<file path="config.mk">
export PLATFORM = sky130hd
export DESIGN_NAME = gauss_kernel_gen
export DESIGN_NICKNAME = d
export VERILOG_FILES = /design/src/rtl/gauss_kernel_pkg.sv /design/src/rtl/gauss_kernel_gen_divider.sv /design/src/rtl/gauss_kernel_gen.sv
export SDC_FILE = /design/constraint.sdc
export NUM_CORES = 1
export LEC_CHECK = 0
export BUFFER_PORTS_ARGS = -buffer_cell sky130_fd_sc_hd__buf_2
export CAP_MARGIN = 30
export CORE_UTILIZATION = 57
export DETAILED_ROUTE_END_ITERATION = 6
export PLACE_DENSITY = 0.79
export SETUP_SLACK_MARGIN = 0.4
export SYNTH_ARGS = -nofsm -noshare
export SYNTH_HDL_FRONTEND = slang
export SYNTH_SLANG_ARGS = --single-unit
</file>
<file path="constraint.sdc">
create_clock -name clk -period 6.5 [get_ports clk]
set_clock_uncertainty 0.1 [all_clocks]
set_input_delay 1.3 -clock clk [delete_from_list [all_inputs] [get_ports clk]]
set_output_delay 1.3 -clock clk [all_outputs]
set_load 0.05 [all_outputs]
</file>
<file path="src/rtl/gauss_kernel_pkg.sv">
// Shared types, widths and the Gaussian sample LUT for gauss_kernel_gen.
package gauss_kernel_pkg;

   localparam int unsigned DEF_MAX_KSIZE = 7;
   localparam int unsigned DEF_COEF_W    = 8;
   localparam int unsigned DEF_SIGMA_W   = 3;

   localparam int unsigned G_W   = 8;
   localparam int unsigned S_W   = 11;
   localparam int unsigned T_W   = 22;
   localparam int unsigned DVD_W = DEF_COEF_W + 16;

   typedef enum logic [2:0] {IDLE, CHECK, LOAD, SUM, DIV, FIN} state_t;

   // round(255*exp(-d^2/(2*sigma^2))), indexed [d][sigma]; sigma 0 is never used
   localparam logic [G_W-1:0] G_LUT [4][8] = '{
      '{8'd0, 8'd255, 8'd255, 8'd255, 8'd255, 8'd255, 8'd255, 8'd255},
      '{8'd0, 8'd155, 8'd225, 8'd241, 8'd247, 8'd250, 8'd251, 8'd252},
      '{8'd0, 8'd35,  8'd155, 8'd204, 8'd225, 8'd235, 8'd241, 8'd245},
      '{8'd0, 8'd3,   8'd83,  8'd155, 8'd192, 8'd213, 8'd225, 8'd233}
   };

   function automatic logic [G_W-1:0] g_lut(input logic [1:0] d, input logic [2:0] s);
      return G_LUT[d][s];
   endfunction

endpackage

</file>
<file path="src/rtl/gauss_kernel_gen_divider.sv">
// Restoring divider, one quotient bit per cycle; done pulses with the final quotient.
module gauss_divider
   import gauss_kernel_pkg::*;
#(
   parameter int unsigned NUM_W = DVD_W,
   parameter int unsigned DEN_W = T_W
) (
   input  logic             clk,
   input  logic             n_rst,
   input  logic             start,
   input  logic [NUM_W-1:0] dividend,
   input  logic [DEN_W-1:0] divisor,
   output logic [NUM_W-1:0] quotient,
   output logic             done
);
   localparam int unsigned CNT_W = $clog2(NUM_W + 1);

   logic [DEN_W-1:0] rem;
   logic [DEN_W-1:0] den_q;
   logic [CNT_W-1:0] cnt;
   logic [DEN_W:0]   shifted_c;
   logic [DEN_W:0]   trial_c;

   // remainder < divisor, so the trial difference never needs more than DEN_W+1 bits
   always_comb begin
      shifted_c = {rem, quotient[NUM_W-1]};
      trial_c   = shifted_c - {1'b0, den_q};
   end

   always_ff @(posedge clk) begin
      if (!n_rst) begin
         rem      <= '0;
         den_q    <= '0;
         quotient <= '0;
         cnt      <= '0;
         done     <= 1'b0;
      end else begin
         done <= 1'b0;
         if (start) begin
            quotient <= dividend;
            den_q    <= divisor;
            rem      <= '0;
            cnt      <= CNT_W'(NUM_W);
         end else if (cnt != '0) begin
            cnt  <= cnt - CNT_W'(1);
            done <= (cnt == CNT_W'(1));
            if (!trial_c[DEN_W]) begin
               rem      <= trial_c[DEN_W-1:0];
               quotient <= {quotient[NUM_W-2:0], 1'b1};
            end else begin
               rem      <= shifted_c[DEN_W-1:0];
               quotient <= {quotient[NUM_W-2:0], 1'b0};
            end
         end
      end
   end

endmodule

</file>
<file path="src/rtl/gauss_kernel_gen.sv">
// Runtime-configurable normalised 2D Gaussian kernel generator (odd N, integer sigma).
// Define SEPARABLE_OUT_EN to also produce the normalised 1D kernel on kernel_1d.
module gauss_kernel_gen
   import gauss_kernel_pkg::*;
#(
   parameter int unsigned MAX_KSIZE = DEF_MAX_KSIZE,
   parameter int unsigned COEF_W    = DEF_COEF_W,
   parameter int unsigned SIGMA_W   = DEF_SIGMA_W
) (
   input  logic                                            clk,
   input  logic                                            n_rst,
   input  logic                                            start,
   input  logic [SIGMA_W-1:0]                              sigma,
   input  logic [$clog2(MAX_KSIZE+1)-1:0]                  kernel_size,
   output logic [MAX_KSIZE-1:0][MAX_KSIZE-1:0][COEF_W-1:0] kernel,
   output logic                                            busy,
`ifdef SEPARABLE_OUT_EN
   output logic [MAX_KSIZE-1:0][COEF_W-1:0]                kernel_1d,
`endif
   output logic                                            done,
   output logic                                            err
);
   localparam int unsigned KS_W  = $clog2(MAX_KSIZE + 1);
   localparam int unsigned R_MAX = (MAX_KSIZE - 1) / 2;
   localparam int unsigned IDX_W = (R_MAX > 1) ? $clog2(R_MAX + 1) : 1;
   localparam int unsigned P_W   = 2 * G_W;
`ifdef SEPARABLE_OUT_EN
   localparam bit SEP = 1'b1;
`else
   localparam bit SEP = 1'b0;
`endif

   state_t                       state, state_nx;
   logic [SIGMA_W-1:0]           sigma_q;
   logic [KS_W-1:0]              n_q;
   logic [IDX_W-1:0]             r_q, ld_cnt, di, dj;
   logic [R_MAX:0][G_W-1:0]      g_q;
   logic [S_W-1:0]               s_q, s_c;
   logic [T_W-1:0]               t_q, divisor_c;
   logic [DVD_W-1:0]             dividend_c, div_q;
   logic [P_W-1:0]               prod_c;
   logic [COEF_W-1:0]            coef_c;
   logic [KS_W-1:0]              i_lo_c, i_hi_c, j_lo_c, j_hi_c;
   logic                         issue_q, pass1d_q, div_done;
   logic                         accept_c, bad_c, div_start_c, wr_c, last_c;

   // S = g[0] + 2*sum(g[1..R]); entries beyond R are held at zero
   always_comb begin
      s_c = S_W'(g_q[0]);
      for (int d = 1; d <= int'(R_MAX); d++) s_c = s_c + (S_W'(g_q[IDX_W'(d)]) << 1);
   end

   // Divider operands, saturation and the four mirrored write positions
   always_comb begin
      prod_c     = P_W'(g_q[di]) * P_W'(g_q[dj]);
      dividend_c = pass1d_q ? (DVD_W'(g_q[di]) << COEF_W) : (DVD_W'(prod_c) << COEF_W);
      divisor_c  = pass1d_q ? T_W'(s_q) : t_q;
      coef_c     = (|div_q[DVD_W-1:COEF_W]) ? '1 : div_q[COEF_W-1:0];
      i_lo_c     = KS_W'(r_q) - KS_W'(di);
      i_hi_c     = KS_W'(r_q) + KS_W'(di);
      j_lo_c     = KS_W'(r_q) - KS_W'(dj);
      j_hi_c     = KS_W'(r_q) + KS_W'(dj);
   end

   always_ff @(posedge clk) begin
      if (!n_rst) state <= IDLE;
      else        state <= state_nx;
   end

   always_comb begin
      state_nx    = state;
      accept_c    = 1'b0;
      div_start_c = 1'b0;
      wr_c        = 1'b0;
      bad_c       = !n_q[0] || (n_q < KS_W'(3)) ||
                    ({1'b0, n_q} > (KS_W+1)'(MAX_KSIZE)) || (sigma_q == '0);
      last_c      = !pass1d_q && (di == r_q) && (dj == r_q);
      case (state)
         IDLE:  if (start && !done) begin
                   accept_c = 1'b1;
                   state_nx = CHECK;
                end
         CHECK: state_nx = bad_c ? FIN : LOAD;
         LOAD:  if (ld_cnt == r_q) state_nx = SUM;
         SUM:   state_nx = DIV;
         DIV:   if (issue_q) div_start_c = 1'b1;
                else if (div_done) begin
                   wr_c = 1'b1;
                   if (last_c) state_nx = FIN;
                end
         FIN:   state_nx = IDLE;
         default: state_nx = IDLE;
      endcase
   end

   always_ff @(posedge clk) begin
      if (!n_rst) begin
         kernel   <= '0;
`ifdef SEPARABLE_OUT_EN
         kernel_1d <= '0;
`endif
         busy     <= 1'b0;
         done     <= 1'b0;
         err      <= 1'b0;
         sigma_q  <= '0;
         n_q      <= '0;
         r_q      <= '0;
         g_q      <= '0;
         ld_cnt   <= '0;
         s_q      <= '0;
         t_q      <= '0;
         di       <= '0;
         dj       <= '0;
         issue_q  <= 1'b0;
         pass1d_q <= 1'b0;
      end else begin
         done <= 1'b0;
         if (accept_c) begin
            sigma_q  <= sigma;
            n_q      <= kernel_size;
            r_q      <= IDX_W'((kernel_size - KS_W'(1)) >> 1);
            busy     <= 1'b1;
            err      <= 1'b0;
            kernel   <= '0;
`ifdef SEPARABLE_OUT_EN
            kernel_1d <= '0;
`endif
            g_q      <= '0;
            ld_cnt   <= '0;
            di       <= '0;
            dj       <= '0;
            issue_q  <= 1'b1;
            pass1d_q <= SEP;
         end
         if (state == CHECK && bad_c) err <= 1'b1;
         if (state == LOAD) begin
            g_q[ld_cnt] <= g_lut(2'(ld_cnt), 3'(sigma_q));
            ld_cnt      <= ld_cnt + IDX_W'(1);
         end
         if (state == SUM) begin
            s_q <= s_c;
            t_q <= T_W'(s_c) * T_W'(s_c);
         end
         if (div_start_c) issue_q <= 1'b0;
         // Write cycle: mirror the quotient, then step 1D index or 2D quadrant (row-major)
         if (wr_c) begin
            issue_q <= 1'b1;
            if (pass1d_q) begin
`ifdef SEPARABLE_OUT_EN
               kernel_1d[i_lo_c] <= coef_c;
               kernel_1d[i_hi_c] <= coef_c;
`endif
               if (di == r_q) begin
                  pass1d_q <= 1'b0;
                  di       <= '0;
               end else begin
                  di <= di + IDX_W'(1);
               end
            end else begin
               kernel[i_lo_c][j_lo_c] <= coef_c;
               kernel[i_lo_c][j_hi_c] <= coef_c;
               kernel[i_hi_c][j_lo_c] <= coef_c;
               kernel[i_hi_c][j_hi_c] <= coef_c;
               if (dj == r_q) begin
                  dj <= '0;
                  di <= di + IDX_W'(1);
               end else begin
                  dj <= dj + IDX_W'(1);
               end
            end
         end
         if (state == FIN) begin
            busy <= 1'b0;
            done <= 1'b1;
         end
      end
   end

   gauss_divider #(.NUM_W(DVD_W), .DEN_W(T_W)) u_div (
      .clk      (clk),
      .n_rst    (n_rst),
      .start    (div_start_c),
      .dividend (dividend_c),
      .divisor  (divisor_c),
      .quotient (div_q),
      .done     (div_done)
   );

endmodule

</file>
After elaboration in Yosys (flattened, before gate mapping). Index checks and enable logic that the tools add are counted.

Register bits: 498. Input port bits: 9. Output and inout port bits: 395. Word-level logic and storage cells: 217.

$add $sub $neg: 9. Multipliers: 1. Magnitude comparators: 15. Equal/unequal tests: 14. Mux-type cells: 78. Bitwise gates (word level): 4. Reductions and logical operators: 26.

Operators with widths (count): bitwise mux 392 bit (4); 2-to-1 mux 392 bit (4); demux 56 bit (select 3 bit) (4); 2-to-1 mux 56 bit (4); binary-select mux 64 bit (select 2 bit) (1); 2-to-1 mux 64 bit (2); 2-to-1 mux 32 bit (3); 2-to-1 mux 24 bit (3); 2-to-1 mux 8 bit (8); demux 8 bit (select 3 bit) (2); binary-select mux 8 bit (select 2 bit) (2); bitwise mux 32 bit (1); binary-select mux 8 bit (select 3 bit) (1); 2-to-1 mux 2 bit (11); 2-to-1 mux 1 bit (18); 2-to-1 mux 3 bit (6); demux 8 bit (select 2 bit) (1); less-than comparator 3 x 4 -> 1 bit, second input constant (4); multiplier 8 x 8 -> 16 bit (1); OR reduction 16 bit (1); one-hot mux 3 bit (5 select lines) (1); greater-or-equal comparator 3 x 1 -> 1 bit, second input constant (4); 2-to-1 mux 5 bit (2); logical AND 1 bit (9); other kinds (29) (50).

Depth between registers and ports, before layout.
Depth after elaboration: 13. Gate-level depth with buffers: 18. Depth with buffers taken out: 16.

Modules after synthesis. A second synthesis with hierarchy kept.

Cells, all modules: 2971. Area, all modules: 26670.6 sq um.

Modules (own cells, without submodules): gauss_kernel_gen (instances 1, cells each 2414, area each 22123.7 sq um, sequential area each 8928.6 sq um); gauss_divider (instances 1, cells each 557, area each 4546.9 sq um, sequential area each 1481.4 sq um).

Worst setup path before layout. OpenSTA, ideal clock, no wires.

Path kind: register to register. From: register dj[0]. To: register u_div.quotient[20]. Setup time: 0.134 ns. Data arrival time: 5.003 ns. Required time: 6.266 ns. Slack: 1.263 ns. Stages on the path, launching flop included: 16. Path buffers: 1. Period minus slack after synthesis: 5.237 ns. Path through: dfxtp_1 buf_1 mux4_2 and2_1 fa_1 fa_1 fa_1 inv_1 fa_1 inv_1 ha_1 a21oi_1 o211ai_1 a221oi_1 xor2_1 o22ai_1.

Cells in the longest elaborated chain, start to end: 5.

Ends and longest elaborated chain: start, declared (RTL line gauss_kernel_gen.sv:36) `logic [IDX_W-1:0] r_q, ld_cnt, di, dj;`; start signal, assigned (RTL line gauss_kernel_gen.sv:168) `dj <= dj + IDX_W'(1);`; binary-select mux 8 bit (select 2 bit) (RTL line gauss_kernel_gen.sv:55) `prod_c = P_W'(g_q[di]) * P_W'(g_q[dj]);`; 2-to-1 mux 8 bit (not written as such) (RTL line gauss_kernel_gen.sv:55); multiplier 8 x 8 -> 16 bit (RTL line gauss_kernel_gen.sv:55); 2-to-1 mux 24 bit (RTL line gauss_kernel_gen.sv:56) `dividend_c = pass1d_q ? (DVD_W'(g_q[di]) << COEF_W) : (DVD_W'(prod_c) << COEF_W);`; 2-to-1 mux 24 bit (RTL line gauss_kernel_gen_divider.sv:39) `if (start) begin`; end signal, assigned (RTL line gauss_kernel_gen_divider.sv:40) `quotient <= dividend;`; end signal, assigned (RTL line gauss_kernel_gen_divider.sv:49) `quotient <= {quotient[NUM_W-2:0], 1'b1};`; end signal, assigned (RTL line gauss_kernel_gen_divider.sv:52) `quotient <= {quotient[NUM_W-2:0], 1'b0};`; end, declared (RTL line gauss_kernel_gen_divider.sv:13) `output logic [NUM_W-1:0] quotient,`.

No other way between the ends. The select of a mux whose other input is x is not followed. A chain may end at the register's enable or synchronous reset.

Worst setup path after layout.
From: register di[0]. To: register u_div.quotient[20].

Cells in the longest elaborated chain, start to end: 5.

Ends and longest elaborated chain: start, declared (RTL line gauss_kernel_gen.sv:36); start signal, assigned (RTL line gauss_kernel_gen.sv:157) `di <= di + IDX_W'(1);`; start signal, assigned (RTL line gauss_kernel_gen.sv:166) `di <= di + IDX_W'(1);`; binary-select mux 8 bit (select 2 bit) (RTL line gauss_kernel_gen.sv:55); 2-to-1 mux 8 bit (not written as such) (RTL line gauss_kernel_gen.sv:55); multiplier 8 x 8 -> 16 bit (RTL line gauss_kernel_gen.sv:55); 2-to-1 mux 24 bit (RTL line gauss_kernel_gen.sv:56); 2-to-1 mux 24 bit (RTL line gauss_kernel_gen_divider.sv:39).

No other way between the ends. The select of a mux whose other input is x is not followed.

==> run metrics <==
Post-DRT Antenna Nets=0; flip-flop and latch area=9970 um2; VDD IR max=0.000219 V; CTS Buf Count=53; critical path capture point type=flip-flop; Max Cap Viol=0; die area=42,900 um2; initial antenna violation count=0; postcts setup bufs=0; Routed WL=69,900 um; clk sinks=498; TritonCTS clock tree=built; part of the cycle the worst path needs=87.5%; Synthesis Warnings=0; Die Y=207 um; Final Util=68.1%; commonest non-fill, non-tap cell in the layout=dfxtp_1; pre-CTS WS=840 ps; Syn Inst Count=2,668; CTS Hold Bufs=0; first-pass GRT wire length=109,000 um; I/O pin count=404; synthesized cell area=24,000 um2; Fin. Hold Viols=0; Via Count=19,900; grt ovf=0; Async S/R FF share, synth=0%; diodes inserted=0; placed cell areas=26,200 um2; count of unique library cells instantiated by Yosys=68; Post-synth EDFFs=0; Rows=74; final setup violation count=0; PnR worst setup slack=812 ps; net count after synthesis=2,769; drt initial violations=1,518; Worst-path clk slew=60 ps; P per Cell Area=278 nW/um2; CP required=6870 ps; WL per Instance=19.9 um; FILL cells=3,219; Layout area overhead=16.9%; Worst R2R Start=di[0]; Clock Path Buffers=3; layout cell share with drive strength beyond 1=19.7%; Worst Max-Slew Pin Slew=1010 ps; CP Class=flip-flop to flip-flop; most frequent cells in the layout=dfxtp_1, buf_2, nand2_1; vias in the first global route=19,400; worst-path fanout max=13; Critical Path Start Type=flip-flop; Max Freq=176 MHz; post-detail-place hpwl=46,800 um; crit path from=di[0]; CTS H-tree depth=2; Worst-Skew Late Latency=610 ps; worst min path class=flip-flop to flip-flop; post_cts resized=0; Pleak=12.6 nW; multi-input logic area=13,000 um2; Worst slew margin=32.3%; min-delay src=u_div.rem[21]; status=complete, no violations; syn avg cell area=8.99 um2; RSZ-0062 raised after global routing=false; total global-route track usage=31.7%; Critical Path AT=6060 ps; Finished Cell Area=28,000 um2; drt drc=0; chip width=207 um; top_reg_cell synth=dfxtp_1; root buffer cell=clkbuf_16; Initial Utilization=58.2%; TNS Setup=0 ps; Hold WS=339 ps; Synth Register Bits=498; largest net degree at the start of global routing=154; via density per instance=5.65; Pre-antenna DRT Iters=5; PortBufs=403; max-slew violations=0; nets=3,047; core area=41,200 um2; Final min period=5690 ps; register area share after synthesis=41.5%; global placement routability congestion=0.872
-- state kept, by name, summed over array words and instances, names as in the netlist, 3 cells and up --
register        cells
g_q                32
kernel            392
n_q                 3
sigma_q             3
state               3
u_div.cnt           5
u_div.quotient     24
u_div.rem          22
-- worst max-delay path, stage by stage, from the launching register on --
cell      delay, ps
dfxtp_1         770
mux4_2          710
nand2_1         140
fa_1            450
fa_1            550
inv_1            60
fa_1            480
inv_1            50
fa_1            470
inv_1            50
ha_1            360
a21oi_1         410
o211ai_1        300
a221oi_1        400
xor2_1          180
o22ai_1          90
-- per-stage QoR --
step / power, mW / cells
after floorplan: 4.03 / 2668
after global placement: 4.57 / 3414
after detailed placement: 4.66 / 3423
after CTS: 7.81 / 3516
after global routing: 8.00 / 3516
final: 7.79 / 3516
-- logic make-up (layout without fill, tap and decap cells) --
family	count (synthesis)	after routing	share of synthesized area, %
XOR/XNOR	12	12	0.438
AO/OA/AOI/OAI	351	351	10.7
buffers and inverters	278	594	4.53
adder cells (fa/ha/maj)	92	92	6.05
flip-flops	498	498	41.5
multiplexers	255	255	11.5
AND/OR/NAND/NOR	1182	1182	25.2
-- synthesized netlist by cell type, drive strengths merged (6+ instances only) --
| cell | instances | area [um2] |
|---|---|---|
| dfxtp | 498 | 9970 |
| fa | 40 | 801 |
| a21o | 7 | 52.6 |
| ha | 52 | 651 |
| o211ai | 6 | 45.0 |
| a21oi | 51 | 255 |
| nor3 | 12 | 75.1 |
| nor3b | 8 | 71.3 |
| clkbuf | 179 | 672 |
| a21boi | 9 | 67.6 |
| nand3 | 22 | 110 |
| nor2b | 35 | 219 |
| o21ai | 24 | 120 |
| nor2 | 227 | 960 |
| and2 | 301 | 1880 |
| mux4 | 17 | 383 |
| o21a | 174 | 1310 |
| o2111ai | 8 | 136 |
| a22oi | 12 | 90.1 |
| buf | 32 | 164 |
| xnor2 | 7 | 61.3 |
| nand2b | 8 | 50.1 |
| o211a | 6 | 60.1 |
| mux2i | 237 | 2370 |
| or2 | 14 | 87.6 |
| and3 | 176 | 1100 |
| nand2 | 360 | 1350 |
| inv | 67 | 251 |
| o2bb2ai | 17 | 149 |
-- per-layer routing --
layer | routed length [um] | track usage [%]
met4 | 3270 | 15.0
met1 | 28700 | 38.7
met2 | 33500 | 53.3
met5 | 0 | 0
met3 | 4440 | 6.69
-- final timing paths --
check	cells after the start	endpoint	slack [ps]
worst max-delay path	15	u_div.quotient[20]	810
worst min register to register	1	u_div.quotient[0]	340
worst max register to register	15	u_div.quotient[20]	810
worst min-delay path	1	u_div.quotient[0]	340
-- report_power, final --
group	internal, mW	leakage, nW	switching [mW]
combinational	0.288	7.67	1.20
sequential	3.09	4.01	0.0468
clock	1.90	0.893	1.28
-- area by class of cell --
class	instances	area share, %
clock buffer	74	5.37
multi-input combinational	1892	46.4
clock inverter	19	1.12
sequential	498	35.6
inverter	67	0.897
tap	532	2.37
timing repair buffer	434	8.29
Power figures use the tool's default switching activity.
